[config.mk]
export PLATFORM = sky130hd
export DESIGN_NAME = keypad_scanner_flat
export DESIGN_NICKNAME = d
export VERILOG_FILES = /design/src/rtl/keypad_scanner_if.sv /design/src/rtl/keypad_scanner.sv /design/src/flat_wrapper.sv
export SDC_FILE = /design/constraint.sdc
export NUM_CORES = 1
export LEC_CHECK = 0
export CAP_MARGIN = 15
export CORE_MARGIN = 2
export CORE_UTILIZATION = 35
export CTS_CLUSTER_SIZE = 25
export DETAILED_ROUTE_END_ITERATION = 10
export PLACE_DENSITY = 0.61
export SKIP_CTS_REPAIR_TIMING = 1
export SYNTH_ARGS = -nofsm -noshare
export SYNTH_HDL_FRONTEND = slang
export SYNTH_SLANG_ARGS = --single-unit
export TNS_END_PERCENT = 100
[constraint.sdc]
create_clock -name clk -period 2.52 [get_ports clk]
set_input_delay 0.378 -clock clk [delete_from_list [all_inputs] [get_ports clk]]
set_output_delay 0.378 -clock clk [all_outputs]
set_load 0.03 [all_outputs]
[src/rtl/keypad_scanner_if.sv]
// Keypad-side and decoded-key signals of the 4x4 keypad scanner.
// The scanner takes the slave modport; the keypad model or board glue takes master.
interface keypad_scanner_if;
  logic [3:0] filas;
  logic [3:0] columnas;
  logic [3:0] tecla;
  logic       tipo;
  logic       valida;
  logic       presionada;

  modport master (
    output filas,
    input  columnas, tecla, tipo, valida, presionada
  );

  modport slave (
    input  filas,
    output columnas, tecla, tipo, valida, presionada
  );
endinterface

[src/rtl/keypad_scanner.sv]
// 4x4 active-low keypad scanner: column scan, 2-FF row sync, press/release
// debounce, key encoding with a one-cycle strobe per accepted press.
module keypad_scanner #(
  parameter int SCAN_DIV     = 4,
  parameter int DEBOUNCE_CNT = 3
) (
  input  logic            clk,
  input  logic            rst,
  keypad_scanner_if.slave kp
);

  localparam int DIV_W = (SCAN_DIV > 1) ? $clog2(SCAN_DIV) : 1;
  localparam int CNT_W = $clog2(DEBOUNCE_CNT + 1);
  localparam logic [DIV_W-1:0] DIV_LAST = DIV_W'(SCAN_DIV - 1);
  localparam logic [CNT_W-1:0] CNT_MAX  = CNT_W'(DEBOUNCE_CNT);

  typedef enum logic [1:0] {SCAN, DEBOUNCE, HELD} state_e;

  state_e           state_q, state_d;
  logic [3:0]       sync_meta_q, fs_q;
  logic [DIV_W-1:0] div_q;
  logic [1:0]       col_q, col_d;
  logic [1:0]       row_q, row_d;
  logic [CNT_W-1:0] cnt_q, cnt_d;
  logic [3:0]       tecla_q, tecla_d;
  logic             tipo_q, tipo_d;
  logic             valida_q, valida_d;
  logic             pres_q, pres_d;

  logic             sample;
  logic             any_low;
  logic [1:0]       low_row;
  logic             row_high;
  logic [CNT_W-1:0] cnt_inc;
  logic             scan_hit, deb_accept, deb_bounce, held_release;

  function automatic logic [4:0] key_code(input logic [1:0] r, input logic [1:0] c);
    // {tecla, tipo}
    case ({r, c})
      4'b00_00: key_code = {4'd1, 1'b1};
      4'b00_01: key_code = {4'd2, 1'b1};
      4'b00_10: key_code = {4'd3, 1'b1};
      4'b00_11: key_code = {4'd0, 1'b0};
      4'b01_00: key_code = {4'd4, 1'b1};
      4'b01_01: key_code = {4'd5, 1'b1};
      4'b01_10: key_code = {4'd6, 1'b1};
      4'b01_11: key_code = {4'd1, 1'b0};
      4'b10_00: key_code = {4'd7, 1'b1};
      4'b10_01: key_code = {4'd8, 1'b1};
      4'b10_10: key_code = {4'd9, 1'b1};
      4'b10_11: key_code = {4'd2, 1'b0};
      4'b11_00: key_code = {4'd7, 1'b0};
      4'b11_01: key_code = {4'd0, 1'b1};
      4'b11_10: key_code = {4'd6, 1'b0};
      default:  key_code = {4'd3, 1'b0};
    endcase
  endfunction

  assign sample   = (div_q == DIV_LAST);
  assign any_low  = ~&fs_q;
  assign row_high = fs_q[row_q];
  assign cnt_inc  = (cnt_q == CNT_MAX) ? cnt_q : cnt_q + 1'b1;
  assign low_row  = !fs_q[0] ? 2'd0 : !fs_q[1] ? 2'd1 : !fs_q[2] ? 2'd2 : 2'd3;

  assign scan_hit     = (state_q == SCAN)     && sample && any_low;
  assign deb_accept   = (state_q == DEBOUNCE) && (cnt_q == CNT_MAX);
  assign deb_bounce   = (state_q == DEBOUNCE) && !deb_accept && sample && row_high;
  assign held_release = (state_q == HELD)     && sample && row_high && (cnt_inc == CNT_MAX);

  // NOTE: sequential state uses non-blocking assignments so every register
  // samples pre-edge values, independent of process evaluation order.
  always_ff @(posedge clk or posedge rst) begin
    if (rst) begin
      state_q     <= SCAN;
      sync_meta_q <= 4'b1111;
      fs_q        <= 4'b1111;
      div_q       <= '0;
      col_q       <= 2'd0;
      row_q       <= 2'd0;
      cnt_q       <= '0;
      tecla_q     <= 4'd0;
      tipo_q      <= 1'b0;
      valida_q    <= 1'b0;
      pres_q      <= 1'b0;
    end else begin
      state_q     <= state_d;
      sync_meta_q <= kp.filas;
      fs_q        <= sync_meta_q;
      div_q       <= sample ? '0 : div_q + 1'b1;
      col_q       <= col_d;
      row_q       <= row_d;
      cnt_q       <= cnt_d;
      tecla_q     <= tecla_d;
      tipo_q      <= tipo_d;
      valida_q    <= valida_d;
      pres_q      <= pres_d;
    end
  end

  // NOTE: every always_comb output gets a default first, so no path can
  // leave it unassigned and infer a latch.
  always_comb begin
    state_d = state_q;
    unique case (state_q)
      SCAN:     if (scan_hit)     state_d = DEBOUNCE;
      DEBOUNCE: if (deb_accept)   state_d = HELD;
                else if (deb_bounce) state_d = SCAN;
      HELD:     if (held_release) state_d = SCAN;
      default:  state_d = SCAN;
    endcase
  end

  always_comb begin
    col_d    = col_q;
    row_d    = row_q;
    cnt_d    = cnt_q;
    tecla_d  = tecla_q;
    tipo_d   = tipo_q;
    valida_d = 1'b0;
    pres_d   = pres_q;
    unique case (state_q)
      SCAN: if (sample) begin
        if (any_low) begin
          row_d = low_row;
          cnt_d = CNT_W'(1);
        end else begin
          col_d = col_q + 2'd1;
        end
      end
      DEBOUNCE: begin
        if (deb_accept) begin
          {tecla_d, tipo_d} = key_code(row_q, col_q);
          valida_d = 1'b1;
          pres_d   = 1'b1;
          cnt_d    = '0;
        end else if (deb_bounce) begin
          cnt_d = '0;
          col_d = col_q + 2'd1;
        end else if (sample) begin
          cnt_d = cnt_inc;
        end
      end
      HELD: if (sample) begin
        // Only the held key's row is watched; a low sample restarts the release count.
        if (held_release) begin
          pres_d = 1'b0;
          cnt_d  = '0;
          col_d  = col_q + 2'd1;
        end else if (row_high) begin
          cnt_d = cnt_inc;
        end else begin
          cnt_d = '0;
        end
      end
      default: ;
    endcase
  end

  assign kp.columnas   = ~(4'b0001 << col_q);
  assign kp.tecla      = tecla_q;
  assign kp.tipo       = tipo_q;
  assign kp.valida     = valida_q;
  assign kp.presionada = pres_q;

endmodule

[src/flat_wrapper.sv]
// flat-port wrapper written by rule: the top's interface ports become plain ports
module keypad_scanner_flat 
#(
  parameter int SCAN_DIV     = 4,
  parameter int DEBOUNCE_CNT = 3
)
  (clk, rst, kp_filas, kp_columnas, kp_tecla, kp_tipo, kp_valida, kp_presionada);
  keypad_scanner_if kp_i ();
  input  logic clk;
  input  logic rst;
  input wire logic [$bits(kp_i.filas)-1:0] kp_filas;
  output wire logic [$bits(kp_i.columnas)-1:0] kp_columnas;
  output wire logic [$bits(kp_i.tecla)-1:0] kp_tecla;
  output wire logic [$bits(kp_i.tipo)-1:0] kp_tipo;
  output wire logic [$bits(kp_i.valida)-1:0] kp_valida;
  output wire logic [$bits(kp_i.presionada)-1:0] kp_presionada;
  assign kp_i.filas = kp_filas;
  assign kp_columnas = kp_i.columnas;
  assign kp_tecla = kp_i.tecla;
  assign kp_tipo = kp_i.tipo;
  assign kp_valida = kp_i.valida;
  assign kp_presionada = kp_i.presionada;
  keypad_scanner #(.SCAN_DIV(SCAN_DIV), .DEBOUNCE_CNT(DEBOUNCE_CNT)) u_core (.clk(clk), .rst(rst), .kp(kp_i));
endmodule
Word level (Yosys, flattened, before mapping)

Memories as Yosys holds them, arrays and structs flattened. A register that Yosys moved wholly into a read port is not among the register bits.
Cells that the tools add are included.

Add/subtract/negate cells: 3
Magnitude comparators: 1
Equality and inequality tests: 16
Shift-type cells: 1
Mux-type cells: 34
Bitwise operators: 2
Reduce and logical (&&, ||, !) cells: 21

Operator list:

| cell                                                        | count |
|---|---|
| 2-to-1 mux 2 bit                                            | 22 |
| one-hot mux 2 bit (3 select lines)                          | 3 |
| != test 2 x 1 -> 1 bit (second input constant)              | 7 |
| logical AND 1 bit                                           | 9 |
| == test 2 bit (second input constant)                       | 4 |
| AND reduction 4 bit                                         | 2 |
| 2-to-1 mux 1 bit                                            | 7 |
| AND reduction 7 bit                                         | 1 |
| adder 2 x 1 -> 2 bit (second input constant)                | 3 |
| AND reduction 3 bit                                         | 2 |
| AND reduction 5 bit                                         | 1 |
| != test 2 bit (second input constant)                       | 2 |
| != test 4 x 1 -> 1 bit (second input constant)              | 1 |
| inverter 4 bit                                              | 1 |
| left shift 1 x 2 -> 4 bit (first input constant)            | 1 |
| less-than comparator 2 x 3 -> 1 bit (second input constant) | 1 |
| != test 3 x 1 -> 1 bit (second input constant)              | 1 |
| nonzero test 3 bit                                          | 1 |
| binary-select mux 1 bit (select 2 bit)                      | 1 |
| == test 2 x 1 -> 1 bit (second input constant)              | 1 |
| logical NOT 1 bit                                           | 2 |
| logical NOT 2 bit                                           | 1 |
| one-hot mux 1 bit (2 select lines)                          | 1 |
| AND reduction 2 bit                                         | 1 |
| 2 further kinds                                             | 2 |

Bits in registers: 20
Bits in read-only memories: 80
Output and inout port bits: 11
Logic and storage cells: 88
Memories: 1

Memory list:

| memory          | depth | bits a word | read ports | clocked after Yosys merged registers in | write ports | line                 | RTL |
|---|---|---|---|---|---|---|---|
| (no name shown) | 16    | 5           | 1          | 1                                       | 0           | keypad_scanner.sv:39 | `case ({r, c})` |

Depth between registers and ports, before layout

Depth after elaboration: 9
Depth in mapped cells: 6
Gate-level depth less buffers: 6

Worst setup path after synthesis

No wires, ideal clock.

Path kind: register to register
Start point: reg u_core.div_q[0]
End point: reg u_core.col_q[1]
Library setup time: 0.125 ns
Data arrival time: 1.729 ns
Path slack: 0.666 ns
Stages on the path, launching flop included: 7
Buffers on the path: 1
Period minus slack after synthesis: 1.854 ns
Cell sequence: dfrtp_1 ha_1 buf_2 and3_1 a221oi_2 a2111o_1 mux2_4

Longest elaborated chain between the ends: 6
Elaborated cells between the ends (all ways): 11
Classes of those cells: eq/ne (5); reduce/logical (6)

Ends and longest elaborated chain:

| item                                     | line                 | RTL |
|---|---|---|
| start: declaration                       | keypad_scanner.sv:21 | `logic [DIV_W-1:0] div_q;` |
| start signal: assignment                 | keypad_scanner.sv:89 | `div_q <= sample ? '0 : div_q + 1'b1;` |
| == test 2 bit (*)                        | keypad_scanner.sv:59 | `assign sample = (div_q == DIV_LAST);` |
| logical AND 1 bit (3 in a row)           | keypad_scanner.sv:68 | `assign held_release = (state_q == HELD) && sample && row_high && (cnt_inc == CNT_MAX);` |
| != test 2 x 1 -> 1 bit (no source line)  | --                   |  |
| AND reduction 7 bit (no source line) (*) | --                   |  |
| end signal: assignment                   | keypad_scanner.sv:90 | `col_q <= col_d;` |
| end: declaration                         | keypad_scanner.sv:22 | `logic [1:0] col_q, col_d;` |

Every way passes the cells marked *; elsewhere a longest branch is shown, timed or not.
A chain may end at the register's enable or synchronous reset.

Worst setup path in the final report

Start point: reg u_core.col_q[0]
End point: out kp_columnas[2]

Longest elaborated chain between the ends: 2

Ends and longest elaborated chain:

| item                      | line                  | RTL |
|---|---|---|
| left shift 1 x 2 -> 4 bit | keypad_scanner.sv:159 | `assign kp.columnas = ~(4'b0001 << col_q);` |
| inverter 4 bit            | keypad_scanner.sv:159 |  |
| end: declaration          | flat_wrapper.sv:12    | `output wire logic [$bits(kp_i.columnas)-1:0] kp_columnas;` |

No other way between the ends.

==> reports/summary.txt <==
status - complete, no violations
CTS Buf Count - 3
Pwr Density - 1170 nW/um2
antenna-violating nets left - 0
crit path launch - u_core.col_q[0]
Setup Crit Path Kind - reg2out
IO buf count - 16
area of the mapped netlist - 1380 um2
layout cell share with drive strength beyond 1 - 0.125
Mapped Nets - 152
first-pass detailed-route iteration total - 4
GR peak layer - met2
Die Area - 4470 um2
Slew headroom - 0.576
FF+latch count, synth - 25
maximum VDD drop - 601 uV
instance count of the mapped netlist - 136
final net count - 169
antenna violations before repair - 0
Top Ports - 17
unrepaired setup endpoints after global routing - no
dpl cells - 196
FFs w/ async S/R, synth - 1.00
core area - 3720 um2
Ant. Diodes - 0
first-pass GRT wire length - 4570 um
Vias per Instance - 5.02
routing usage on met1 - 0.180
Setup WS post-layout - 0.286 ns
fin cells - 200
Post-synth top flop - dfrtp_1
CTS tree - built
clock skew - 0.00492 ns
Ys Warns - 0
vias post-DR - 1,003
standard-cell rows - 22
routed length per instance - 12.9 um
Post-synth EDFFs - 0
die width - 66.9 um
total track usage - 0.133
Min-Delay Path Class - reg2reg
Post-route DRC - 0
GP Congestion - 0.865
number of DRC markers after the initial detailed-route iteration - 47
Setup WS pre-CTS - 0.465 ns
CTS root buf - clkbuf_8
Reg-to-Reg Start - u_core.row_q[0]
Mean Syn Cell Area - 10.2 um2
GRT met3 Usage - 0.0236
Fin. Hold Viols - 0
pin count of the biggest net entering global routing - 26
fin area - 1630 um2
Lkg Pwr - 0.000706 uW
register area share after synthesis - 0.460
post-DP HPWL - 1950 um
CTS clk-pin slew, worst paths - 0.09 ns
Final period util - 0.886
# clock sinks - 25
commonest non-fill, non-tap cells in the layout - inv_1 (17), dfrtp_1 (17), clkdlybuf4s50_1 (16)
Congestion Overflow GR - 0
post-synth cell types - 40
Min-Delay Startpoint - u_core.sync_meta_q[2]
grt met2 use - 0.209
clock latency on the worst-skew pair - 0.27 ns
final WL - 2590 um
Die Y - 66.9 um
number of global-route vias before repair - 1,018
Max Cap Violations - 0
setup TNS - 0 ns
Critical Path Start Type - flip-flop
DP Area - 1590 um2
Least-Margin Pin Slew - 0.629 ns
H-tree depth - 1
CP max FO - 8
WP data required - 2.14 ns
Period minus WS final - 2.23 ns
Setup Viol. Count Final - 0
Arr. time, crit path - 1.86 ns
Initial Util - 0.372
Synth-to-Final Area Change - 18.2%
Max Clock Freq - 0.448 GHz
CP Capture Type - output pin
CTS max path bufs - 2
Final Max Tran Viols - 0
[registers in the layout, summed over array words and instances (netlist names)]
signal and flops:
u_core.state_q 2, u_core.kp.presionada 1, u_core.kp.tecla 4, u_core.div_q 2, u_core.cnt_q 2, u_core.fs_q 4, u_core.row_q 2, u_core.kp.tipo 1
u_core.sync_meta_q 4, u_core.kp.valida 1, u_core.col_q 2
[Yosys cell counts (2+ instances only)]
cell type | instances | area [um2]
dfrtp_1 | 17 | 425
inv_1 | 17 | 63.8
nand2_1 | 11 | 41.3
a21oi_1 | 10 | 50.1
ha_1 | 10 | 125
o21ai_0 | 9 | 45.0
dfstp_2 | 8 | 210
nor2b_1 | 4 | 25.0
nor3_1 | 4 | 20.0
a211oi_1 | 3 | 22.5
mux2_2 | 3 | 33.8
mux2i_1 | 3 | 30.0
nand2b_1 | 3 | 18.8
nand3_1 | 3 | 15.0
a211o_1 | 2 | 17.5
a221oi_1 | 2 | 17.5
buf_2 | 2 | 10.0
clkbuf_1 | 2 | 7.51
nor2_1 | 2 | 7.51
[layout make-up]
| type | count | area, um2 |
|---|---|---|
| fillers | 355 | 2080 |
| multi-input cells | 89 | 658 |
| flip-flops and latches | 25 | 636 |
| repair buffers | 17 | 168 |
| inverters | 17 | 63.8 |
| well taps | 48 | 60.1 |
| clock buffers | 3 | 41.3 |
| clock inverters | 1 | 7.51 |
[power by group]
| part | internal [uW] | switching, uW |
|---|---|---|
| logic | 470 | 545 |
| registers | 513 | 150 |
| clock network | 112 | 124 |
[worst max-delay path, cell delays in order, from the launching register on]
cell and delay (ns):
dfrtp_1 0.51, inv_1 0.11, ha_1 0.24, inv_1 0.07
clkdlybuf4s50_1 0.66
[cell families after synthesis]
group	Yosys count	share of synthesized area
adders and majority gates	10	0.0905
xor gates and xnor gates	1	0.00634
muxes	8	0.0733
DFF	25	0.460
buffers and inverters	22	0.0643
AOI/OAI and AO/OA	38	0.188
and+or+nand+nor	32	0.118
[through the flow]
| stage | hold WS (ns) | power (uW) | utilization |
|---|---|---|---|
| finish | 0.360 | 1910 | 0.440 |
| global route | 0.365 | 2080 | 0.440 |
| CTS | 0.362 | 1930 | 0.440 |
| detailed placement | 0.348 | 1680 | 0.427 |
| global placement | 0.347 | 1660 | 0.427 |
| floorplan | 0.345 | 1390 | - |
[layer usage]
layer	routed length, um	vias up
li1	-	505
met1	1270	465
met2	1160	28
met3	116	5
met4	45	0
met5	0	-
[worst paths after layout]
kind	to	slack, ns	cells after the start
setup / recovery	kp_columnas[2]	0.29	4
hold / removal	u_core.fs_q[2]	0.36	0
setup reg to reg	u_core.col_q[1]	0.42	4
hold reg to reg	u_core.fs_q[2]	0.36	0
max in group asynchronous	u_core.sync_meta_q[0]	1.79	3
min in group asynchronous	u_core.div_q[1]	0.45	3
(Power assumes the default switching activity.)
